File: src/rtl/ncc_ctrl.sv
// Pass sequencer for the NCC PE array: descriptor load, window streaming, result tagging.
// Optional NCC_CTRL_DESC_RELOAD_EN lets a pass reuse the previously loaded descriptor.
module ncc_ctrl #(
  parameter int unsigned ROWS       = 16,
  parameter int unsigned COL_GROUPS = 4,
  parameter int unsigned WIN_COLS   = 40,
  parameter int unsigned ACC_LAT    = 16
) (
  input  logic                        clk,
  input  logic                        rst_n,
  input  logic                        start,
  input  logic                        keep_desc,
  input  logic                        desc_valid,
  output logic                        desc_ready,
  input  logic                        win_valid,
  output logic                        win_ready,
  output logic                        load_desc_now,
  output logic [ROWS-1:0]             load_row,
  output logic [COL_GROUPS-1:0]       load_col_group,
  output logic                        load_win_reg,
  output logic                        load_acc_sum_reg,
  output logic                        result_valid,
  output logic [$clog2(WIN_COLS)-1:0] result_idx,
  output logic                        busy,
  output logic                        done
);

  localparam int unsigned IDX_W = $clog2(WIN_COLS);
  localparam int unsigned ROW_W = (ROWS > 1) ? $clog2(ROWS) : 1;
  localparam int unsigned GRP_W = (COL_GROUPS > 1) ? $clog2(COL_GROUPS) : 1;
  localparam int unsigned DRN_W = (ACC_LAT > 1) ? $clog2(ACC_LAT) : 1;

  typedef enum logic [2:0] {
    IDLE      = 3'd0,
    DESC_LOAD = 3'd1,
    WIN_RUN   = 3'd2,
    DRAIN     = 3'd3,
    DONE      = 3'd4
  } state_t;

  state_t             state;
  state_t             state_nxt;
  logic [ROW_W-1:0]   row_cnt;
  logic [GRP_W-1:0]   grp_cnt;
  logic [IDX_W-1:0]   beat_cnt;
  logic [DRN_W-1:0]   drain_cnt;
  logic               desc_loaded;
  logic               reload_ok;
  logic               last_word;
  logic               last_beat;
  logic               qual;
  logic [IDX_W-1:0]   qual_idx;
  logic               vld_sr [ACC_LAT];
  logic [IDX_W-1:0]   idx_sr [ACC_LAT];

`ifdef NCC_CTRL_DESC_RELOAD_EN
  assign reload_ok = keep_desc & desc_loaded;
`else
  logic unused_reload;
  assign unused_reload = keep_desc & desc_loaded;
  assign reload_ok     = 1'b0;
`endif

  assign last_word = (row_cnt == ROW_W'(ROWS - 1)) && (grp_cnt == GRP_W'(COL_GROUPS - 1));
  assign last_beat = (beat_cnt == IDX_W'(WIN_COLS - 1));
  assign qual      = load_win_reg && (beat_cnt >= IDX_W'(ROWS - 1));
  assign qual_idx  = qual ? IDX_W'(beat_cnt - IDX_W'(ROWS - 1)) : '0;

  // State register
  always_ff @(posedge clk or negedge rst_n) begin
    if (!rst_n) state <= IDLE;
    else        state <= state_nxt;
  end

  // Next state and decoded array strobes
  always_comb begin
    state_nxt        = state;
    desc_ready       = 1'b0;
    win_ready        = 1'b0;
    load_desc_now    = 1'b0;
    load_row         = '0;
    load_col_group   = '0;
    load_win_reg     = 1'b0;
    load_acc_sum_reg = 1'b0;
    done             = 1'b0;
    busy             = (state != IDLE);
    result_valid     = vld_sr[ACC_LAT-1];
    result_idx       = idx_sr[ACC_LAT-1];
    case (state)
      IDLE: begin
        if (start) state_nxt = reload_ok ? WIN_RUN : DESC_LOAD;
      end
      DESC_LOAD: begin
        desc_ready     = 1'b1;
        load_desc_now  = desc_valid;
        load_row       = ROWS'(1) << row_cnt;
        load_col_group = COL_GROUPS'(1) << grp_cnt;
        if (desc_valid && last_word) state_nxt = WIN_RUN;
      end
      WIN_RUN: begin
        win_ready        = 1'b1;
        load_win_reg     = win_valid;
        load_acc_sum_reg = 1'b1;
        if (win_valid && last_beat) state_nxt = DRAIN;
      end
      DRAIN: begin
        load_acc_sum_reg = 1'b1;
        if (drain_cnt == DRN_W'(ACC_LAT - 1)) state_nxt = DONE;
      end
      DONE: begin
        done      = 1'b1;
        state_nxt = IDLE;
      end
      default: state_nxt = IDLE;
    endcase
  end

  // Descriptor word counter (row, column group), cleared on entry to DESC_LOAD
  always_ff @(posedge clk or negedge rst_n) begin
    if (!rst_n) begin
      row_cnt <= '0;
      grp_cnt <= '0;
    end else if (state == IDLE && state_nxt == DESC_LOAD) begin
      row_cnt <= '0;
      grp_cnt <= '0;
    end else if (load_desc_now) begin
      if (grp_cnt == GRP_W'(COL_GROUPS - 1)) begin
        grp_cnt <= '0;
        row_cnt <= last_word ? '0 : ROW_W'(row_cnt + 1'b1);
      end else begin
        grp_cnt <= GRP_W'(grp_cnt + 1'b1);
      end
    end
  end

  // Beat and drain counters
  always_ff @(posedge clk or negedge rst_n) begin
    if (!rst_n) begin
      beat_cnt  <= '0;
      drain_cnt <= '0;
    end else begin
      if (state != WIN_RUN && state_nxt == WIN_RUN) beat_cnt <= '0;
      else if (load_win_reg)                        beat_cnt <= IDX_W'(beat_cnt + 1'b1);
      if (state != DRAIN) drain_cnt <= '0;
      else                drain_cnt <= DRN_W'(drain_cnt + 1'b1);
    end
  end

  // Descriptor-loaded flag survives passes; only reset clears it
  always_ff @(posedge clk or negedge rst_n) begin
    if (!rst_n)                         desc_loaded <= 1'b0;
    else if (load_desc_now && last_word) desc_loaded <= 1'b1;
  end

  // Result valid/index pipeline matching the array accumulator latency
  always_ff @(posedge clk or negedge rst_n) begin
    if (!rst_n) begin
      for (int i = 0; i < ACC_LAT; i++) begin
        vld_sr[i] <= 1'b0;
        idx_sr[i] <= '0;
      end
    end else if (load_acc_sum_reg) begin
      for (int i = 1; i < ACC_LAT; i++) begin
        vld_sr[i] <= vld_sr[i-1];
        idx_sr[i] <= idx_sr[i-1];
      end
      vld_sr[0] <= qual;
      idx_sr[0] <= qual_idx;
    end
  end

endmodule

File: config.mk
export PLATFORM = sky130hd
export DESIGN_NAME = ncc_ctrl
export DESIGN_NICKNAME = d
export VERILOG_FILES = /design/src/rtl/ncc_ctrl.sv
export SDC_FILE = /design/constraint.sdc
export NUM_CORES = 1
export LEC_CHECK = 0
export BUFFER_PORTS_ARGS = -buffer_cell sky130_fd_sc_hd__buf_2
export CAP_MARGIN = 20
export CORE_ASPECT_RATIO = 0.75
export CORE_MARGIN = 2
export CORE_UTILIZATION = 40
export DETAILED_ROUTE_END_ITERATION = 8
export SLEW_MARGIN = 10
export SYNTH_ARGS = -nofsm -noshare
export SYNTH_HDL_FRONTEND = slang
export SYNTH_SLANG_ARGS = --single-unit
File: constraint.sdc
create_clock -name clk -period 2.29 [get_ports clk]
set_clock_uncertainty 0.15 [all_clocks]
set_input_delay 0.1145 -clock clk [delete_from_list [all_inputs] [get_ports clk]]
set_output_delay 0.1145 -clock clk [all_outputs]
set_load 0.005 [all_outputs]
* Word-level counts from Yosys, hierarchy flattened
Cells that the tools add are included.
** Storage, ports and cells
- Latch bits :: 0
- Bits in registers :: 131
- ROM bits :: 0
- Input port bits :: 6
- RAM bits :: 0
- Logic and storage cells :: 94
- Output and inout bits :: 34
- Memories kept :: 0
** Operators by class
- Reductions and logical operators :: 13
- $add $sub $neg :: 5
- Multipliers :: 0
- Bitwise gates (word level) :: 0
- Equal/unequal tests :: 12
- Div/mod/pow operators :: 0
- Order comparisons :: 1
- Multiplexer cells :: 24
- Shift-type cells :: 2
** Operator list (count)
- two-way mux 4 bit :: 6
- two-way mux 6 bit :: 3
- two-way mux 16 bit :: 1
- left shift 1 x 4 -> 16 bit (first input constant) :: 1
- two-way mux 3 bit :: 4
- one-hot mux 3 bit (4 select lines) :: 1
- == test 3 x 2 -> 1 bit (second input constant) :: 3
- adder 4 x 1 -> 4 bit (second input constant) :: 2
- == test 4 bit (second input constant) :: 2
- adder 6 x 1 -> 6 bit (second input constant) :: 1
- == test 3 x 1 -> 1 bit (second input constant) :: 2
- == test 6 bit (second input constant) :: 1
- >= comparator 6 x 4 -> 1 bit (second input constant) :: 1
- logical AND 1 bit :: 6
- two-way mux 1 bit :: 6
- two-way mux 2 bit :: 3
- != test 3 x 2 -> 1 bit (second input constant) :: 2
- nonzero test 2 bit :: 3
- subtractor 6 x 4 -> 6 bit (second input constant) :: 1
- left shift 1 x 2 -> 4 bit (first input constant) :: 1
- == test 3 bit (second input constant) :: 1
- zero test 3 bit :: 1
- nonzero test 3 bit :: 1
- adder 2 x 1 -> 2 bit (second input constant) :: 1
- 3 further kinds :: 3

* Logic depth before layout (Yosys ltp)
Gate-level depths: netlist (run 1).
- Word-level depth :: 9
- Mapped depth :: 7
- Depth with buffers taken out :: 6

* Worst setup path after synthesis (run 1)
OpenSTA, ideal clock, no wires.
- Path kind :: reg-to-reg
- From :: reg row_cnt[0]
- To :: reg state[1]
- Setup time :: 0.131 ns
- Arrival :: 1.303 ns
- Required time :: 2.009 ns
- Cell stages (with the launch flop) :: 6
- Path slack :: 0.706 ns
- Period minus slack after synthesis :: 1.584 ns
- Path buffers :: 0
- Cell sequence :: dfrtp_1 ha_1 and3_1 nand3_1 nor2_1 or3_1
** On the way
- Longest elaborated chain between the ends :: 5
** Ends and longest elaborated chain
- start: declaration :: RTL line 43 : logic [ROW_W-1:0] row_cnt;
- start signal: assignment :: RTL line 129 : row_cnt <= last_word ? '0 : ROW_W'(row_cnt + 1'b1);
- == test 4 bit :: RTL line 64 : assign last_word = (row_cnt == ROW_W'(ROWS - 1)) && (grp_cnt == GRP_W'(COL_GROUPS - 1));
- logical AND 1 bit :: RTL line 64
- logical AND 1 bit :: RTL line 98 : if (desc_valid && last_word) state_nxt = WIN_RUN;
- two-way mux 3 bit :: RTL line 98
- one-hot mux 3 bit (4 select lines) :: RTL line 89 : case (state)
- net state_nxt[1] :: RTL line 42 : state_t state_nxt;
- end signal: assignment :: RTL line 72 : else state <= state_nxt;
- end: declaration :: RTL line 41 : state_t state;
The timed path passes the listed nets, and every way through them passes these cells.
A chain may end at the register's enable or synchronous reset.

* Worst setup path after layout (run 1)
- From :: reg state[1]
- To :: out load_row[13]
** On the way
- Longest elaborated chain between the ends :: 2
** Ends and longest elaborated chain
- == test 3 x 1 -> 1 bit :: RTL line 89
- two-way mux 16 bit :: RTL line 89
- end: declaration :: RTL line 18 : output logic [ROWS-1:0] load_row,
Every way passes these cells.

==> results of run 1 <==
[where the power goes]
| group | leakage, nW | internal (mW) | switching (mW) |
|---|---|---|---|
| clock network | 0.333 | 2.15 | 0.945 |
| logic | 1.61 | 0.432 | 0.778 |
| registers | 1.79 | 2.50 | 0.159 |
| total | 3.73 | 5.08 | 1.88 |
[worst max-delay path: cells and delay by family (launching register included)]
family	cells	cell delay (ps)
and+or+nand+nor	4	710
buffers and inverters	2	290
DFF	1	480
[flip-flops by register name, summed over array words and instances (netlist names)]
| signal | flops |
|---|---|
| result_valid | 1 |
| row_cnt | 4 |
| idx_sr | 90 |
| beat_cnt | 6 |
| state | 3 |
| result_idx | 6 |
| grp_cnt | 2 |
| vld_sr | 15 |
| drain_cnt | 4 |
[layout make-up]
class                      count  area (um2)  area share
timing repair buffer          50         343      0.0523
clock buffer                  23         488      0.0744
clock inverter                 9         198      0.0301
sequential                   131        3280       0.500
multi-input combinational    438        2000       0.306
inverter                       8        30.0     0.00458
tap                          175         219      0.0334
[through the flow]
step	hold slack [ps]	worst slack, ps	power [mW]	instances	util
global route	192	29.3	7.34	834	0.482
CTS	150	56.3	7.05	834	0.482
global placement	34.4	534	3.86	798	0.429
floorplan	-331	706	3.52	614	-
detailed placement	43.6	499	3.89	798	0.429
finish	129	146	6.97	834	0.482
[logic make-up after synthesis]
| logic type | Yosys count |
|---|---|
| AO/OA/AOI/OAI | 14 |
| adder cells (fa/ha/maj) | 12 |
| AND/OR/NAND/NOR | 398 |
| multiplexers | 2 |
| flip-flops | 131 |
| buffers and inverters | 45 |
| XOR/XNOR | 12 |
[routing by layer]
layer	track usage	part of all wire
met3	0.0423	0.024
met1	0.181	0.49
met2	0.232	0.47
met5	0	0
met4	0.0557	0.012
[cell usage in the layout, fill, tap and decap left out, drive strengths merged]
cell type    count
xor2             5
a21oi            2
nor2            17
bufinv           6
a21o             2
buf             46
nand2          332
nor2b            2
nand3b           1
and4bb           1
o41ai            1
inv              8
nand2b           1
dfrtp          131
o21ai            6
dlygate4sd3      4
a32o             1
o31ai            1
mux2i            2
and3            15
clkinv           2
xnor2            7
clkinvlp         1
clkbuf          23
nor3b            2
and2            11
a2bb2oi          1
ha              12
nor3             2
or3              2
nand3            8
nand4            3
nor4b            1
[repair_timing]
| action | in CTS | in global routing |
|---|---|---|
| buffers inserted | 0 | 0 |
| hold buffers | 4 | 0 |
| hold endpoints to repair | 49 | 0 |
| endpoints found under the setup margin | 0 | 6 |
| gates resized for setup | 0 | 1 |
[path summary, 6_finish.rpt]
check	end	slack (ps)
hold reg to reg	idx_sr[59]$_DFFE_PN0P_	310
max in group asynchronous	idx_sr[66]$_DFFE_PN0P_	1200
setup / recovery	load_row[13]	150
setup reg to reg	grp_cnt[1]$_DFFE_PN0P_	230
hold / removal	idx_sr[22]$_DFFE_PN0P_	130
min in group clk	beat_cnt[0]$_DFFE_PN0P_	180
==> impl_results.md, run 1 <==
- Outcome: finished clean
- Post-synthesis register bit count: 131
- Worst Setup SP: state[1]$_DFF_PN0_
- Setup_tns: 0 ps
- FF-to-FF path depth: 7
- Final Max Tran Viols: 0
- Post-synthesis async set-or-reset flop share: 1.00
- CTS tree: yes
- Clock Tree Buf Depth: 2
- Routed Antenna Nets: 0
- Headroom to the max-slew limit: 0.573
- CP Capture Type: output pin
- Layout cells sized above 1: 0.123
- Synth Area in Compound Gates: 0.0163
- Final setup violation count: 0
- Area leader, netlist: dfrtp_1
- Simple-Gate Fraction of Synth Area: 0.296
- Sequential area share after synthesis: 0.595
- CP max-delay cell: dfrtp_1
- Clock Tree Root: clkbuf_16
- Syn. warnings: 0
- GRT Total Usage: 0.143
- Area growth, synth to finish: 19.0%
- Largest cells by area after synthesis: dfrtp_1 59%, nand2_1 23%, ha_1 2.7%
- Die height: 106 um
- Crit-path max cell delay: 480 ps
- Final Hold Viols: 0
- Routed len/inst: 11.3 um
- Post-synth cell types: 34
- Crit path kind: flip-flop to output pin
- Layout Nets: 664
- Clock transition at path regs: 50 ps
- Count of buffers from port buffering: 38
- Largest family of logic cells by synthesized area: simple AND/OR/NAND/NOR gates
- First-pass GRT wire length: 17200 um
- Yosys top cell area share: 0.595
- FILL cells: 1303
- Initial antenna violation count: 0
- Hold Path Class: input port to async pin
- IO Count: 40
- Reg-to-reg critical path startpoint: state[1]$_DFF_PN0_
- PD cells: 1060 nW/um2
- Prevailing post-synth register cell: dfrtp_1
- # rows: 37
- RSZ-0062 raised after global routing: false
- Top-count cell post-synth: nand2_1
- Die area: 14700 um2
- Initial cell density of the core: 0.405
- Crit path DAT: 1880 ps
- Final std cell area, no fill: 6560 um2
- Post-Syn Nets: 632
- Drt pass-1 iters: 4
- Vias in the first global route: 3817
- Synth Instances: 614
- Fmax: 0.466 GHz
- Crit Path Max Fanout: 12
- Core footprint: 13600 um2
- Post-DP Area: 5830 um2
- VDD IR max: 0.686 mV
- Top cells by count, synth: 332 x nand2_1, 131 x dfrtp_1, 17 x nor2_1, 15 x and3_1, 15 x buf_2
- Static leakage power: 3.73 nW
- Worst skew pair latency: 410 ps
- # diodes: 0
- Worst-Margin Slew: 641 ps
- XOR/XNOR Fraction of Synth Area: 0.0191
- Number of DRC markers in iteration 0: 211
- Critical path, cell by cell: nor2_1, nand2_1, inv_2, and2_1, and3_1, buf_2
- Post-synthesis mux area share: 0.00363
- Mean Syn Cell Area: 8.98 um2
- Die width: 140 um
- Residual DRC: 0
- Total CTS buffers: 17
- Detailed-route wire length: 9450 um
- H-tree depth: 4
- CP required: 2030 ps
- HPWL after DPL: 5670 um
- Min Tclk post-route: 2140 ps
- Post-synth EDFFs: 0
- Post-Syn Area: 5510 um2
- Adder-cell area share of the yosys netlist: 0.0272
- Final period util: 0.936
- Via count: 3868
- Grt ovf: 0
- Largest net degree at the start of global routing: 83
- CP Launch Type: flip-flop
- CTS Sinks: 131
- Routability cong.: 0.772
- Vias per std cell: 4.64
- Maxcap violations: 0
No activity file was read; power rests on OpenSTA's default activity.
==> inputs of run 2 (changes only) <==
--- a/config.mk
+++ b/config.mk
@@ -5,12 +5,14 @@
 export SDC_FILE = /design/constraint.sdc
 export NUM_CORES = 1
 export LEC_CHECK = 0
+export ABC_AREA = 1
 export BUFFER_PORTS_ARGS = -buffer_cell sky130_fd_sc_hd__buf_2
 export CAP_MARGIN = 20
 export CORE_ASPECT_RATIO = 0.75
 export CORE_MARGIN = 2
 export CORE_UTILIZATION = 40
 export DETAILED_ROUTE_END_ITERATION = 8
+export GPL_TIMING_DRIVEN = 0
 export SLEW_MARGIN = 10
 export SYNTH_ARGS = -nofsm -noshare
 export SYNTH_HDL_FRONTEND = slang
==> run 2 against run 1 <==
Compared with the run above:
- setup slack better by 34 ps
- clock power down 6%
- clock-buffer cell count down 3
- utilization up 1.9 points
- global-route usage up 2.2 points
- maximum frequency up 1.6%
- sequential share of layout area down 0.18 points
- die area down 1.1%
- combinational power down 57%
- critical endpoint is now state[0]$_DFF_PN0_
==> impl_results.md, run 2 <==
- Crit Path Max Fanout: 6 (-6)
- Prevailing post-synth register cell: dfrtp_1
- FILL cells: 1243 (-4.6%)
- Drt pass-1 iters: 5 (+1)
- Worst-Margin Slew: 575 ps (-66.0 ps)
- CP Capture Type: flip-flop
- Reg-to-reg critical path startpoint: row_cnt[0]$_DFFE_PN0P_
- Worst R2R End: state[0]$_DFF_PN0_
- Vias per std cell: 4.73 (+2.0%)
- CP max-delay cell: dlygate4sd3_1
- Top-count cell post-synth: nand2_1
- CP Launch Type: flip-flop
- Crit path DAT: 2250 ps (+370 ps)
- Routed len/inst: 13.1 um (+16%)
- # rows: 36 (-2.7%)
- Area leader, netlist: dfrtp_1
- Top reg by flops: idx_sr
- Area growth, synth to finish: 20.8%
- Count of buffers from port buffering: 38 (unchanged)
- CP required: 2430 ps (+400 ps)
- Static leakage power: 3.17 nW (-15%)
- Post-synthesis async set-or-reset flop share: 1.00 (unchanged)
- First-pass GRT wire length: 19200 um (+12%)
- DP Worst Slack: 501 ps (+1.57 ps)
- Vias in the first global route: 3993 (+4.6%)
- Post-Syn Nets: 622 (-1.6%)
- Regs by FF count: idx_sr (90), vld_sr (15)
- Syn. warnings: 0 (unchanged)
- RSZ-0062 raised after global routing: false
- Largest net degree at the start of global routing: 71 (-14%)
- Sequential area share after synthesis: 0.601 (+0.00683)
- CTS tree: yes
- Routed Antenna Nets: 0 (unchanged)
- CTS Sinks: 131 (unchanged)
- Layout Nets: 685 (+3.2%)
- Post-Route Utilization: 0.501 (+0.0186)
- Yosys top cell area share: 0.601 (+0.00683)
- Post-CTS Repair Setup Buffers: 0 (unchanged)
- Crit path kind: flip-flop to flip-flop
- Metal-1 WL: 5570 um (+20%)
- Critical path, cell by cell: ha_1, nand2_1, nor2_1, nand2_1, nand2_1, nand4_1, dlygate4sd3_1
- Met3 routed WL: 322 um (+41%)
- Final setup margin: 180 ps (+34.1 ps)
- Synth Instances: 604 (-1.6%)
- Delay-heaviest family, CP: simple AND/OR/NAND/NOR gates
- Commonest non-fill, non-tap cells in the layout: 165 x nand2_1, 131 x dfrtp_1, 78 x inv_1
- Clock transition at path regs: 60 ps (about the same)
- Uppermost layer routed: met4
- Clock Tree Buf Depth: 2 (unchanged)
- Routed wire length on met2: 5210 um (+17%)
- Final Max Tran Viols: 0 (unchanged)
- Routability cong.: 0.794 (+2.8%)
- GRT Total Usage: 0.165 (+0.0223)
- Residual DRC: 0 (unchanged)
- Maxcap violations: 0 (unchanged)
- Final period util: 0.922 (-0.0149)
- PD cells: 893 nW/um2 (-16%)
- IO Count: 40 (unchanged)
- Most common cell after layout, fill and taps aside: nand2_1
- Post-synthesis register bit count: 131 (unchanged)
- FF-to-FF path depth: 7 (unchanged)
- Mean Syn Cell Area: 9.02 um2 (+0.50%)
- Headroom to the max-slew limit: 0.617 (+0.0440)
- Die height: 105 um (-0.55%)
- Total CTS buffers: 17 (unchanged)
- H-tree depth: 4 (unchanged)
- Largest cells by area after synthesis: dfrtp_1 60%, nand2_1 11%, inv_1 5.4%
- Most numerous cell on the critical path: nand2_1
- Die area: 14600 um2 (-1.1%)
- Via count: 4026 (+4.1%)
- Grt ovf: 0 (unchanged)
- Final setup violation count: 0 (unchanged)
- VDD IR max: 0.586 mV (-15%)
- Layout cells sized above 1: 0.147 (+0.0241)
- Number of DRC markers in iteration 0: 221 (+4.7%)
- Top cells by count, synth: 165 x nand2_1, 131 x dfrtp_1, 78 x inv_1, 54 x o21ai_0, 54 x o21ai_1
- Clock Tree Root: clkbuf_16
- HPWL after DPL: 7240 um (+28%)
- Post-synth cell types: 21 (-38%)
- Worst skew pair latency: 410 ps (about the same)
- Post-Syn Area: 5450 um2 (-1.1%)
- Core footprint: 13200 um2 (-3.4%)
- Max FFs per register: 90 (unchanged)
- Fmax: 0.474 GHz (+1.6%)
- Buf+Inv Stages, Crit Path: 1 (-1)
- Hold Path Class: input port to async pin
- Detailed-route wire length: 11200 um (+18%)
- Crit-path max cell delay: 550 ps (+70 ps)
- Final Hold Viols: 0 (unchanged)
- Initial cell density of the core: 0.414 (+0.00935)
- Die width: 139 um (-0.55%)
- # diodes: 0 (unchanged)
- Min Tclk post-route: 2110 ps (-34.1 ps)
- Post-synth EDFFs: 0 (unchanged)
- Initial antenna violation count: 0 (unchanged)
- R2R Setup Slk: 180 ps (-50 ps)
- Outcome: finished clean
==> run 2: cell type report <==
cell class              instances  area [um2]  share of cell area
plain buffers                  29         155              0.0236
clock buffers                  20         467              0.0709
clock inverters                12         179              0.0272
inverters                      81         304              0.0462
multi-input cells             363        1710               0.260
flip-flops and latches        131        3280               0.498
well taps                     171         214              0.0325
repair buffers                 44         274              0.0416
==> run 2: cells by family after synthesis <==
family	count (synthesis)	synth area share
AO/OA/AOI/OAI	114	0.106
XOR/XNOR	2	0.00321
adder cells (fa/ha/maj)	12	0.0275
buffers and inverters	110	0.0843
flip-flops	131	0.601
AND/OR/NAND/NOR	235	0.177
==> run 2: timing repair <==
item / 4_1_cts / 5_1_grt
resized for setup: 0 / 0
endpoints found under the hold margin: 72 / 0
hold buffers: 5 / 0
==> run 2: power breakdown <==
group,internal [mW],switching (mW)
combinational,0.201,0.322
clock,1.91,1.01
sequential,2.37,0.0690
==> run 2: per-stage QoR <==
stage	total power, mW	setup TNS [ps]	hold slack [ps]	cells	instance area [um2]
2_1_floorplan	2.77	0	-331	604	5450
3_3_place_gp	2.97	-92600	298	813	5850
3_5_place_dp	3.00	0	-12.5	814	5890
4_1_cts	5.94	0	112	851	6580
5_1_grt	6.14	0	149	851	6580
6_report	5.88	0	99.7	851	6580
==> run 2: metal layers <==
metal  up-vias  track usage
met5         -            0
met4         0       0.0628
met3         7       0.0422
met2        49        0.253
met1      1939        0.227
li1       2031            -
==> run 2: worst max-delay path by stage <==
| stage | from | to | slack (ps) | depth (start not counted) |
|---|---|---|---|---|
| floorplan | row_cnt[0]$_DFFE_PN0P_ | beat_cnt[2]$_DFFE_PN0P_ | 850 | 6 |
| global placement | rst_n | row_cnt[2]$_DFFE_PN0P_ | -720 | 1 |
| detailed placement | row_cnt[0]$_DFFE_PN0P_ | beat_cnt[3]$_DFFE_PN0P_ | 500 | 6 |
| CTS | row_cnt[0]$_DFFE_PN0P_ | state[0]$_DFF_PN0_ | 180 | 7 |
| global route | row_cnt[0]$_DFFE_PN0P_ | state[0]$_DFF_PN0_ | 10 | 7 |
| finish | row_cnt[0]$_DFFE_PN0P_ | state[0]$_DFF_PN0_ | 180 | 7 |
